[config.mk]
export PLATFORM = sky130hd
export DESIGN_NAME = tx_resp_scheduler
export DESIGN_NICKNAME = d
export VERILOG_FILES = /design/src/rtl/tx_resp_scheduler.sv
export SDC_FILE = /design/constraint.sdc
export NUM_CORES = 1
export LEC_CHECK = 0
export CAP_MARGIN = 5
export CORE_ASPECT_RATIO = 1.1
export CORE_MARGIN = 5
export CORE_UTILIZATION = 55
export CTS_CLUSTER_SIZE = 8
export DETAILED_ROUTE_END_ITERATION = 8
export DONT_BUFFER_PORTS = 1
export GPL_ROUTABILITY_DRIVEN = 1
export PLACE_DENSITY = 0.73
export SLEW_MARGIN = 25
export SYNTH_ARGS = -nofsm -noshare
export SYNTH_HDL_FRONTEND = slang
export SYNTH_SLANG_ARGS = --single-unit
[constraint.sdc]
create_clock -name clk -period 1.6 [get_ports clk]
set_input_delay 0.16 -clock clk [delete_from_list [all_inputs] [get_ports clk]]
set_output_delay 0.16 -clock clk [all_outputs]
set_load 0.005 [all_outputs]
[src/rtl/tx_resp_scheduler.sv]
// ---------------------------------------------------------------------------------------------
// tx_resp_scheduler
//   Arbitrates the single TX FIFO write port between two response sources:
//     - the ALU result path (RES_W-bit result, sent as two bytes, LSB first)
//     - the register-file read path (one DATA_W-bit byte)
//   Round-robin between the sources when both request in the same cycle. A frame is never
//   interleaved with another one, and pushes stall for as long as the FIFO reports full.
//
// Ports
//   clk           system clock, rising edge
//   rst           asynchronous active-high reset
//   alu_res       ALU result, stable while alu_vld is high
//   alu_vld       ALU response request, held until alu_ack
//   alu_ack       one-cycle pulse the cycle after the ALU result is captured
//   rd_data       register-file read byte, stable while rd_vld is high
//   rd_vld        read response request, held until rd_ack
//   rd_ack        one-cycle pulse the cycle after the read byte is captured
//   fifo_full     TX FIFO full; no write is issued while high
//   fifo_wr_data  byte presented to the FIFO (0 when idle)
//   fifo_wr_inc   FIFO write strobe, one byte per high cycle
//   busy          high whenever a frame is in progress
//   frame_cnt     completed-frame counter, wraps to 0
// ---------------------------------------------------------------------------------------------
module tx_resp_scheduler #(
    parameter int unsigned DATA_W = 8,
    parameter int unsigned RES_W  = 16,
    parameter int unsigned CNT_W  = 8
) (
    input  logic              clk,
    input  logic              rst,
    input  logic [RES_W-1:0]  alu_res,
    input  logic              alu_vld,
    output logic              alu_ack,
    input  logic [DATA_W-1:0] rd_data,
    input  logic              rd_vld,
    output logic              rd_ack,
    input  logic              fifo_full,
    output logic [DATA_W-1:0] fifo_wr_data,
    output logic              fifo_wr_inc,
    output logic              busy,
    output logic [CNT_W-1:0]  frame_cnt
);

    typedef enum logic [1:0] {
        StIdle,
        StSendRd,
        StSendLo,
        StSendHi
    } state_e;

    // Round-robin pointer: which source wins when both request together.
    localparam logic PrioAlu = 1'b0;
    localparam logic PrioRd  = 1'b1;

    state_e             state_q, state_d;
    logic [RES_W-1:0]   hold_q, hold_d;
    logic               prio_q, prio_d;
    logic               alu_ack_q, alu_ack_d;
    logic               rd_ack_q, rd_ack_d;
    logic [CNT_W-1:0]   cnt_q, cnt_d;
    logic               grant_alu;
    logic               grant_rd;

    always_ff @(posedge clk or posedge rst) begin
        if (rst) begin
            state_q   <= StIdle;
            hold_q    <= '0;
            prio_q    <= PrioAlu;
            alu_ack_q <= 1'b0;
            rd_ack_q  <= 1'b0;
            cnt_q     <= '0;
        end else begin
            state_q   <= state_d;
            hold_q    <= hold_d;
            prio_q    <= prio_d;
            alu_ack_q <= alu_ack_d;
            rd_ack_q  <= rd_ack_d;
            cnt_q     <= cnt_d;
        end
    end

    // Requests only matter in IDLE; the state check is applied in the FSM below.
    assign grant_alu = alu_vld && (!rd_vld || (prio_q == PrioAlu));
    assign grant_rd  = rd_vld && !grant_alu;

    always_comb begin
        state_d      = state_q;
        hold_d       = hold_q;
        prio_d       = prio_q;
        alu_ack_d    = 1'b0;
        rd_ack_d     = 1'b0;
        cnt_d        = cnt_q;
        fifo_wr_inc  = 1'b0;
        fifo_wr_data = '0;

        case (state_q)
            StIdle: begin
                if (grant_alu) begin
                    hold_d    = alu_res;
                    alu_ack_d = 1'b1;
                    prio_d    = PrioRd;
                    state_d   = StSendLo;
                end else if (grant_rd) begin
                    hold_d[DATA_W-1:0] = rd_data;
                    rd_ack_d           = 1'b1;
                    prio_d             = PrioAlu;
                    state_d            = StSendRd;
                end
            end
            StSendRd: begin
                fifo_wr_data = hold_q[DATA_W-1:0];
                if (!fifo_full) begin
                    fifo_wr_inc = 1'b1;
                    cnt_d       = cnt_q + CNT_W'(1);
                    state_d     = StIdle;
                end
            end
            StSendLo: begin
                fifo_wr_data = hold_q[DATA_W-1:0];
                if (!fifo_full) begin
                    fifo_wr_inc = 1'b1;
                    state_d     = StSendHi;
                end
            end
            StSendHi: begin
                fifo_wr_data = hold_q[RES_W-1:DATA_W];
                if (!fifo_full) begin
                    fifo_wr_inc = 1'b1;
                    cnt_d       = cnt_q + CNT_W'(1);
                    state_d     = StIdle;
                end
            end
            default: begin
                state_d = StIdle;
            end
        endcase
    end

    assign alu_ack   = alu_ack_q;
    assign rd_ack    = rd_ack_q;
    assign busy      = (state_q != StIdle);
    assign frame_cnt = cnt_q;

endmodule
Yosys cells after proc, flatten, opt, wreduce, memory -nomap -nowiden --
Index checks and enable logic that the tools add are counted.
Word-level totals: register bits 29, bits in latches 0, RAM bits 0, bits in read-only memories 0, input port bits 29, output and inout port bits 20, memories 0
Operators by class: add/subtract/negate cells 1, multipliers 0, divide/modulo/power cells 0, $lt $le $gt $ge 0, eq/ne operators 6, shift operators 0, multiplexer cells 17, bitwise operators 2, reduce and logical (&&, ||, !) cells 15
Operators with widths (count):
- two-way mux 8 bit | 2
- case mux 8 bit (2 select lines) | 1
- two-way mux 1 bit | 9
- adder 8 x 1 -> 8 bit, second input constant | 1
- two-way mux 2 bit | 4
- case mux 2 bit (3 select lines) | 1
- AND reduction 2 bit | 3
- == test 2 bit, second input constant | 2
- inequality test 2 bit, second input constant | 2
- nonzero test 2 bit | 2
- OR reduction 2 bit | 2
- inequality test 3 bit, second input constant | 1
- AND reduction 3 bit | 1
- OR reduction 3 bit | 1
- == test 2 x 1 -> 1 bit, second input constant | 1
- logical AND 1 bit | 2
- logical NOT 1 bit | 2
- logical NOT 2 bit | 1
- inverter 1 bit | 2
- logical OR 1 bit | 1

Depth between registers and ports, before layout --
Gate-level depths: netlist of the first run.
depth in word-level cells 8, depth in mapped cells 6

Worst setup path before layout of the first run --
Ideal clock, no wire load.
kind reg2reg, from register state_q[0], to register state_q[0], data arrival time 1.441 ns, required time 1.475 ns, path slack 0.034 ns, stages on the path, launching flop included 6, clock period less this slack 1.566 ns, path through dfrtp_1 > ha_1 > buf_2 > o31ai_1 > o31a_2 > mux2_4
Between the ends: cells in the longest elaborated chain, start to end 4, elaborated cells between the ends (all ways) 10, those cells by class eq/ne (6); mux (1); reduce/logical (3)
RTL lines:
- start, declared | line 55 | state_e state_q, state_d;
- start signal, assigned | line 66 | state_q <= StIdle;
- start signal, assigned | line 73 | state_q <= state_d;
- == test 2 bit or == test 2 x 1 -> 1 bit (tied branches) | line 96 | case (state_q)
- OR reduction 2 bit (no source line)
- inequality test 2 bit (no source line)
- AND reduction 3 bit (no source line)
Parallel ways exist; a longest one is shown, timed or not. A chain may end at the register's enable or synchronous reset.

Worst setup path in the final report of the first run --
Ends and elaborated chain as after synthesis.

==> results_dict.tcl, run 1 <==
set metrics [dict create \
    n_fill_cell 170 \
    synth.top_cell.area_share_pct 50.5 \
    port_buffers 0 \
    dr.pass1.iters 4 \
    postPlaceCellArea_um2 1480 \
    timing.final.crit_share_pct 102 \
    yosys.area_share.adder_pct 5.22 \
    clk_latency_ps 330 \
    max-cap-violations 0 \
    cts_num_sinks 29 \
    ys.warnings.count 0 \
    syn2layout_area_growth_pct 25.0 \
    violations_in_the_final_reports "negative setup slack" \
    core_region_area_um2 2500 \
    number_of_global_route_vias_before_repair 1162 \
    drcViolationCount 0 \
    worst_setup_path_end_kind "flip-flop" \
    synthMostInstantiatedCell "sky130_fd_sc_hd__dfrtp_1" \
    layout.nets 185 \
    num_io_pins 49 \
    post_synthesis_compound_gate_area_fraction_pct 11.8 \
    die_height_um 63.6 \
    synthSimpleGateAreaFrac_pct 9.57 \
    mappedNetlistNets 162 \
    netSwitchingFraction_pct 37.8 \
    rsz0062_at_grt "true" \
    top_reg_cell_synth "sky130_fd_sc_hd__dfrtp_1" \
    worstPathArrival_ps 1850 \
    area_of_the_mapped_netlist_um2 1440 \
    grt_usage_pct 20.7 \
    slew-limit-headroom_pct 61.4 \
    final.setup.worst_slack_ps -24.1 \
    syn_avg_cell_area_um2 11.3 \
    area.sequential_um2 726 \
    setup-tns-final_ps -24.1 \
    grt_max_degree 30 \
    clock_network_fraction_of_design_power_pct 17.7 \
    num_antenna_cells 0 \
    synth.mux.area_fraction_pct 15.1 \
    drt_iter0_markers 45 \
    synth_commonest_cells "sky130_fd_sc_hd__dfrtp_1, sky130_fd_sc_hd__nand2_1, sky130_fd_sc_hd__nor2_1" \
    global_route_wire_length_before_repair_mm 5.69 \
    cts.root.buffer_cell "sky130_fd_sc_hd__clkbuf_4" \
    ys_seq_elements 29 \
    setup_viol_count_final 1 \
    whs_ps 25.7 \
    achievable-frequency_ghz 0.616 \
    maxSlewViolCount 0 \
    final-hold-violation-count 0 \
    yosys.area_share.xor_xnor_pct 4.26 \
    synth_top_family_by_area "multiplexers" \
    vias_per_cell 5.77 \
    power.static_leakage_nw 0.793 \
    critical_path.startpoint_type "flip-flop" \
    design.die.area_um2 3740 \
    finalCriticalPeriod_ps 1620 \
    crit_required_ps 1820 \
    cts_tree "done" \
    comb_power_share_pct 44.5 \
    clock_tree.htree_level_count 2 \
    power.internal_mw 2.20 \
    power_switching_mw 1.34 \
    antenna_violations_before_repair 0 \
    final_cell_area_um2 1800 \
    synth_top_area_cell "sky130_fd_sc_hd__dfrtp_1" \
    number_of_synthesized_flops_with_an_enable_pin 0 \
    post_route_cells_drive_above_1_share_pct 32.5 \
    run_status "complete, but fails checks" \
    hpwl_mm 2.35 \
    globalRoute.totalOverflow 0 \
    multi_input_gate_area_in_the_final_layout_um2 732 \
    hold_removal_path_class "primary input to flip-flop" \
    peakVddDrop_uv 1690 \
    synth_seq_area_share_pct 50.5 \
    post_synth_inst_count 127 \
    path_class "flip-flop to flip-flop" \
    cts_buffers 5 \
    cp_max_fo 3 \
    gp_routability_congestion 0.775 \
    synthDistinctLibCells 28 \
    placement_rows 19 \
    detail_route.wirelength_mm 3.56 \
    synth.top_cells.by_area "sky130_fd_sc_hd__dfrtp_1, sky130_fd_sc_hd__mux2_2, sky130_fd_sc_hd__mux2i_1, sky130_fd_sc_hd__ha_1, sky130_fd_sc_hd__a22oi_1" \
    routed_wire_length_per_instance_um 19.6 \
    via_count 1050 \
    clock_path_buffers 2 \
    power_density_nw_per_um2 1970 \
    async_sr_flop_fraction_pct 100 \
    finalCoreUtilization_pct 72.0 \
    worst_pin_slew_ps 578 \
    drtAntennaViolNets 0 \
    path_clk_slew_ps 90 \
    die-width_um 58.7 \
    fin_skew_ps 11.4 \
    initial_core_util_pct 57.6 \
    seq_power_share_pct 37.7 \
]
==> cell usage in the layout (no fill, tap or decap), types with 3 or more instances in the layout <==
master	synthesis	final
sky130_fd_sc_hd__dfrtp_1	29	29
sky130_fd_sc_hd__dlygate4sd3_1	0	11
sky130_fd_sc_hd__mux2i_1	10	10
sky130_fd_sc_hd__nand2_1	12	10
sky130_fd_sc_hd__mux2_2	9	9
sky130_fd_sc_hd__o21ai_0	9	9
sky130_fd_sc_hd__buf_4	1	9
sky130_fd_sc_hd__nor2_1	11	8
sky130_fd_sc_hd__xnor2_1	6	6
sky130_fd_sc_hd__a22oi_1	8	5
sky130_fd_sc_hd__clkbuf_4	0	5
sky130_fd_sc_hd__inv_2	1	3
sky130_fd_sc_hd__nand3_1	3	3
sky130_fd_sc_hd__a22oi_2	0	3
sky130_fd_sc_hd__nor2_2	0	3
==> sequential cells by signal (all words and copies together) (netlist names) <==
| name | count |
|---|---|
| hold_q | 16 |
| frame_cnt | 8 |
| state_q | 2 |
| alu_ack | 1 |
| prio_q | 1 |
| rd_ack | 1 |
==> kinds of logic after synthesis <==
logic type,after synthesis
compound gates,24
xor+xnor,7
fa+ha+maj,6
buf+inv,10
flops,29
mux,20
simple gates,31
==> layout make-up <==
class                      count  area share, %
clock buffer                   7           3.06
clock inverter                 1           1.67
inverter                       4          0.836
multi-input combinational     88           40.7
sequential                    29           40.4
tap                           31           2.16
timing repair buffer          22           11.1
==> through the flow <==
step	std cells	setup slack (ps)	power (mW)
after detailed placement	157	-116	2.54
after global placement	157	-15.7	2.46
final	182	-24.1	3.54
after CTS	178	-17.5	3.34
after global routing	182	-87.3	3.78
after floorplan	127	33.5	2.22
==> power by group through the flow <==
stage	clock (mW)	combinational, mW	sequential (mW)
6_report	0.628	1.58	1.34
5_1_grt	0.679	1.72	1.39
4_1_cts	0.640	1.38	1.32
3_5_place_dp	0	1.21	1.33
3_3_place_gp	0	1.15	1.31
2_1_floorplan	0	0.963	1.26
==> worst max-delay path, stage by stage (launching register included) <==
cell and delay [ps]:
sky130_fd_sc_hd__dfrtp_1 400, sky130_fd_sc_hd__inv_2 90, sky130_fd_sc_hd__ha_1 240, sky130_fd_sc_hd__o31ai_2 250, sky130_fd_sc_hd__o31a_2 230, sky130_fd_sc_hd__mux2_4 300
==> worst paths after layout <==
path,from,to,slack [ps],cells past startpoint
worst max-delay path,state_q[0],state_q[0],-20,5
worst min register to register,hold_q[7],hold_q[7],490,2
max in group asynchronous,rst,frame_cnt[0],990,3
worst max register to register,state_q[0],state_q[0],-20,5
min in group asynchronous,rst,hold_q[13],340,3
worst min-delay path,rd_data[3],hold_q[3],30,2
==> timing repair <==
item,4_1_cts,5_1_grt
setup endpoints to repair,26,19
buffers inserted,3,3
pin swaps,0,7
endpoints found under the hold margin,38,2
resized for setup,9,12
hold buffers,10,2
==> per-layer routing <==
metal  routed length (µm)  share of wire, %  vias to the layer above  GRT usage (%)
met4                   76               2.1                        0           10.5
met2                 1880                53                       46           34.1
li1                     -                 -                      493              -
met5                    0                 0                        -              0
met1                 1350                38                      505           21.7
met3                  261               7.3                        6           9.59
Power figures use the tool's default switching activity.
==> run 2, diff against run 1 <==
Settings changed: CORE_UTILIZATION 55 to 40, DONT_BUFFER_PORTS 1 to unset, GPL_ROUTABILITY_DRIVEN 1 to 0, PLACE_DENSITY 0.73 to 0.75.
==> run 2 against run 1 <==
Net effect: the flow still finishes with violations (negative setup slack); maximum frequency decreased by 6.7%; clock skew grew 0.83 ps; non-clock buffer count increased by 50; critical endpoint is now fifo_wr_data[5].
==> results_dict.tcl, run 2 (synthesis results as in run 1) <==
set metrics [dict create \
    number_of_global_route_vias_before_repair 1337 \
    run_status "complete, but fails checks" \
    crit_required_ps 1440 \
    achievable-frequency_ghz 0.575 \
    grt_max_degree 30 \
    drtAntennaViolNets 0 \
    timing.final.crit_share_pct 109 \
    cts_buffers 5 \
    peakVddDrop_uv 926 \
    post_layout_nonfiller_instances 249 \
    syn2layout_area_growth_pct 62.6 \
    critical-path-max-stage-delay_ps 420 \
    drt_iter0_markers 41 \
    setup-tns-final_ps -734 \
    worst_pin_slew_ps 362 \
    worst_setup_path_end_kind "primary output" \
    layout.cells.most_common "sky130_fd_sc_hd__clkdlybuf4s50_1" \
    clock_tree.htree_level_count 2 \
    routed_wire_length_per_instance_um 14.8 \
    num_io_pins 49 \
    layout.nets 235 \
    via_count 1230 \
    post_route_cells_drive_above_1_share_pct 36.8 \
    power.static_leakage_nw 1.03 \
    die_height_um 72.9 \
    placement_rows 22 \
    globalRoute.totalOverflow 0 \
    final_cell_area_um2 2340 \
    cts_tree "done" \
    largest_register_ff_count 16 \
    cts.root.buffer_cell "sky130_fd_sc_hd__clkbuf_4" \
    detail_route.wirelength_mm 3.69 \
    num_antenna_cells 0 \
    clock_path_buffers 2 \
    timing.critical_path.slowest_stage_cell "sky130_fd_sc_hd__dfrtp_1" \
    die-width_um 67.2 \
    seq_power_share_pct 32.2 \
    final.setup.worst_slack_ps -140 \
    power_switching_mw 1.53 \
    grt_usage_pct 16.4 \
    cts_num_sinks 29 \
    global_route_wire_length_before_repair_mm 5.82 \
    violations_in_the_final_reports "negative setup slack" \
    postPlaceCellArea_um2 2040 \
    port_buffers 48 \
    antenna_violations_before_repair 0 \
    rsz0062_at_grt "true" \
    power.total_mw 4.21 \
    clk_latency_ps 340 \
    hold_removal_path_class "primary input to asynchronous set/reset pin" \
    worstPathArrival_ps 1580 \
    finalCriticalPeriod_ps 1740 \
    setup_viol_count_final 9 \
    hpwl_mm 2.57 \
    fin_skew_ps 12.2 \
    design.die.area_um2 4890 \
    netSwitchingFraction_pct 36.4 \
    dr.pass1.iters 4 \
    power.internal_mw 2.67 \
    vias_per_cell 4.94 \
    path_class "flip-flop to primary output" \
    drcViolationCount 0 \
    slew-limit-headroom_pct 75.9 \
    initial_core_util_pct 42.1 \
    max_flop_register "hold_q" \
    max-cap-violations 0 \
    post-place-cells 227 \
    power_density_nw_per_um2 1800 \
    final-hold-violation-count 0 \
    critical_path.startpoint_type "flip-flop" \
    final_cell_mix "sky130_fd_sc_hd__clkdlybuf4s50_1, sky130_fd_sc_hd__dfrtp_1, sky130_fd_sc_hd__buf_4" \
    maxSlewViolCount 0 \
    crit_path_cell_trace "buf_6 > ha_4 > buf_12 > a22oi_2 > nor2_1 > buf_2" \
    clock_network_fraction_of_design_power_pct 11.8 \
    cp_max_fo 7 \
    cts_hold_buf 0 \
    comb_power_share_pct 56.0 \
    core_region_area_um2 3410 \
    path_clk_slew_ps 110 \
]
run 2: cell count changes in the layout (fill, tap and decap cells not counted), sizes merged:
cell	previous run	this run
bufinv	1	0
buf	11	31
clkbuf	7	8
clkdlybuf4s50	0	38
clkinv	0	2
dlygate4sd2	0	1
dlygate4sd3	11	0
run 2: through the flow:
stage	hold slack [ps]	worst slack, ps	util (%)
6_report	175	-140	68.5
5_1_grt	205	-240	68.5
4_1_cts	184	-169	66.1
3_5_place_dp	465	-233	59.8
3_3_place_gp	461	-154	59.8
2_1_floorplan	238	33.5	-
run 2: area by class of cell:
class	count	area, µm²
clock buffers	6	51.3
clock inverters	2	13.8
fillers	282	1080
inverters	4	15.0
multi-input cells	88	786
flip-flops and latches	29	726
well taps	48	60.1
repair buffers	72	686
run 2: timing repair:
item                                    in CTS  in global routing
buffers inserted                            10                  5
pin swaps                                    9                 11
gates resized for setup                     39                 30
endpoints found under the setup margin      20                 20
run 2: final timing paths:
check	from	slack [ps]	depth (start not counted)	endpoint
worst max register to register	state_q[1]	-100	6	state_q[0]
worst min register to register	frame_cnt[7]	470	1	frame_cnt[7]
worst min-delay path	rst	170	3	frame_cnt[3]
max in group asynchronous	rst	1140	3	prio_q
min in group clk	alu_res[12]	430	2	hold_q[12]
worst max-delay path	state_q[1]	-140	6	fifo_wr_data[5]
run 2: routing by layer:
metal / vias to the layer above / GRT usage, % / share of wire [%]
met5: - / 0 / 0
met1: 584 / 17.5 / 37
met3: 12 / 6.78 / 7.7
li1: 592 / - / -
met4: 0 / 7.88 / 2.6
met2: 42 / 27.7 / 52
run 2: power by group through the flow:
stage	sequential [mW]	combinational, mW	clock, mW
final	1.36	2.35	0.496
after global routing	1.39	2.56	0.544
after CTS	1.33	2.10	0.508
after detailed placement	1.33	1.76	0
after global placement	1.33	1.71	0
after floorplan	1.26	0.963	0
run 2: critical path, delay by kind of cell (launching register included):
kind / cells / cell delay [ps]
buffers and inverters: 3 / 390
AO/OA/AOI/OAI: 1 / 160
flip-flops: 1 / 420
AND/OR/NAND/NOR: 1 / 80
adder cells (fa/ha/maj): 1 / 190
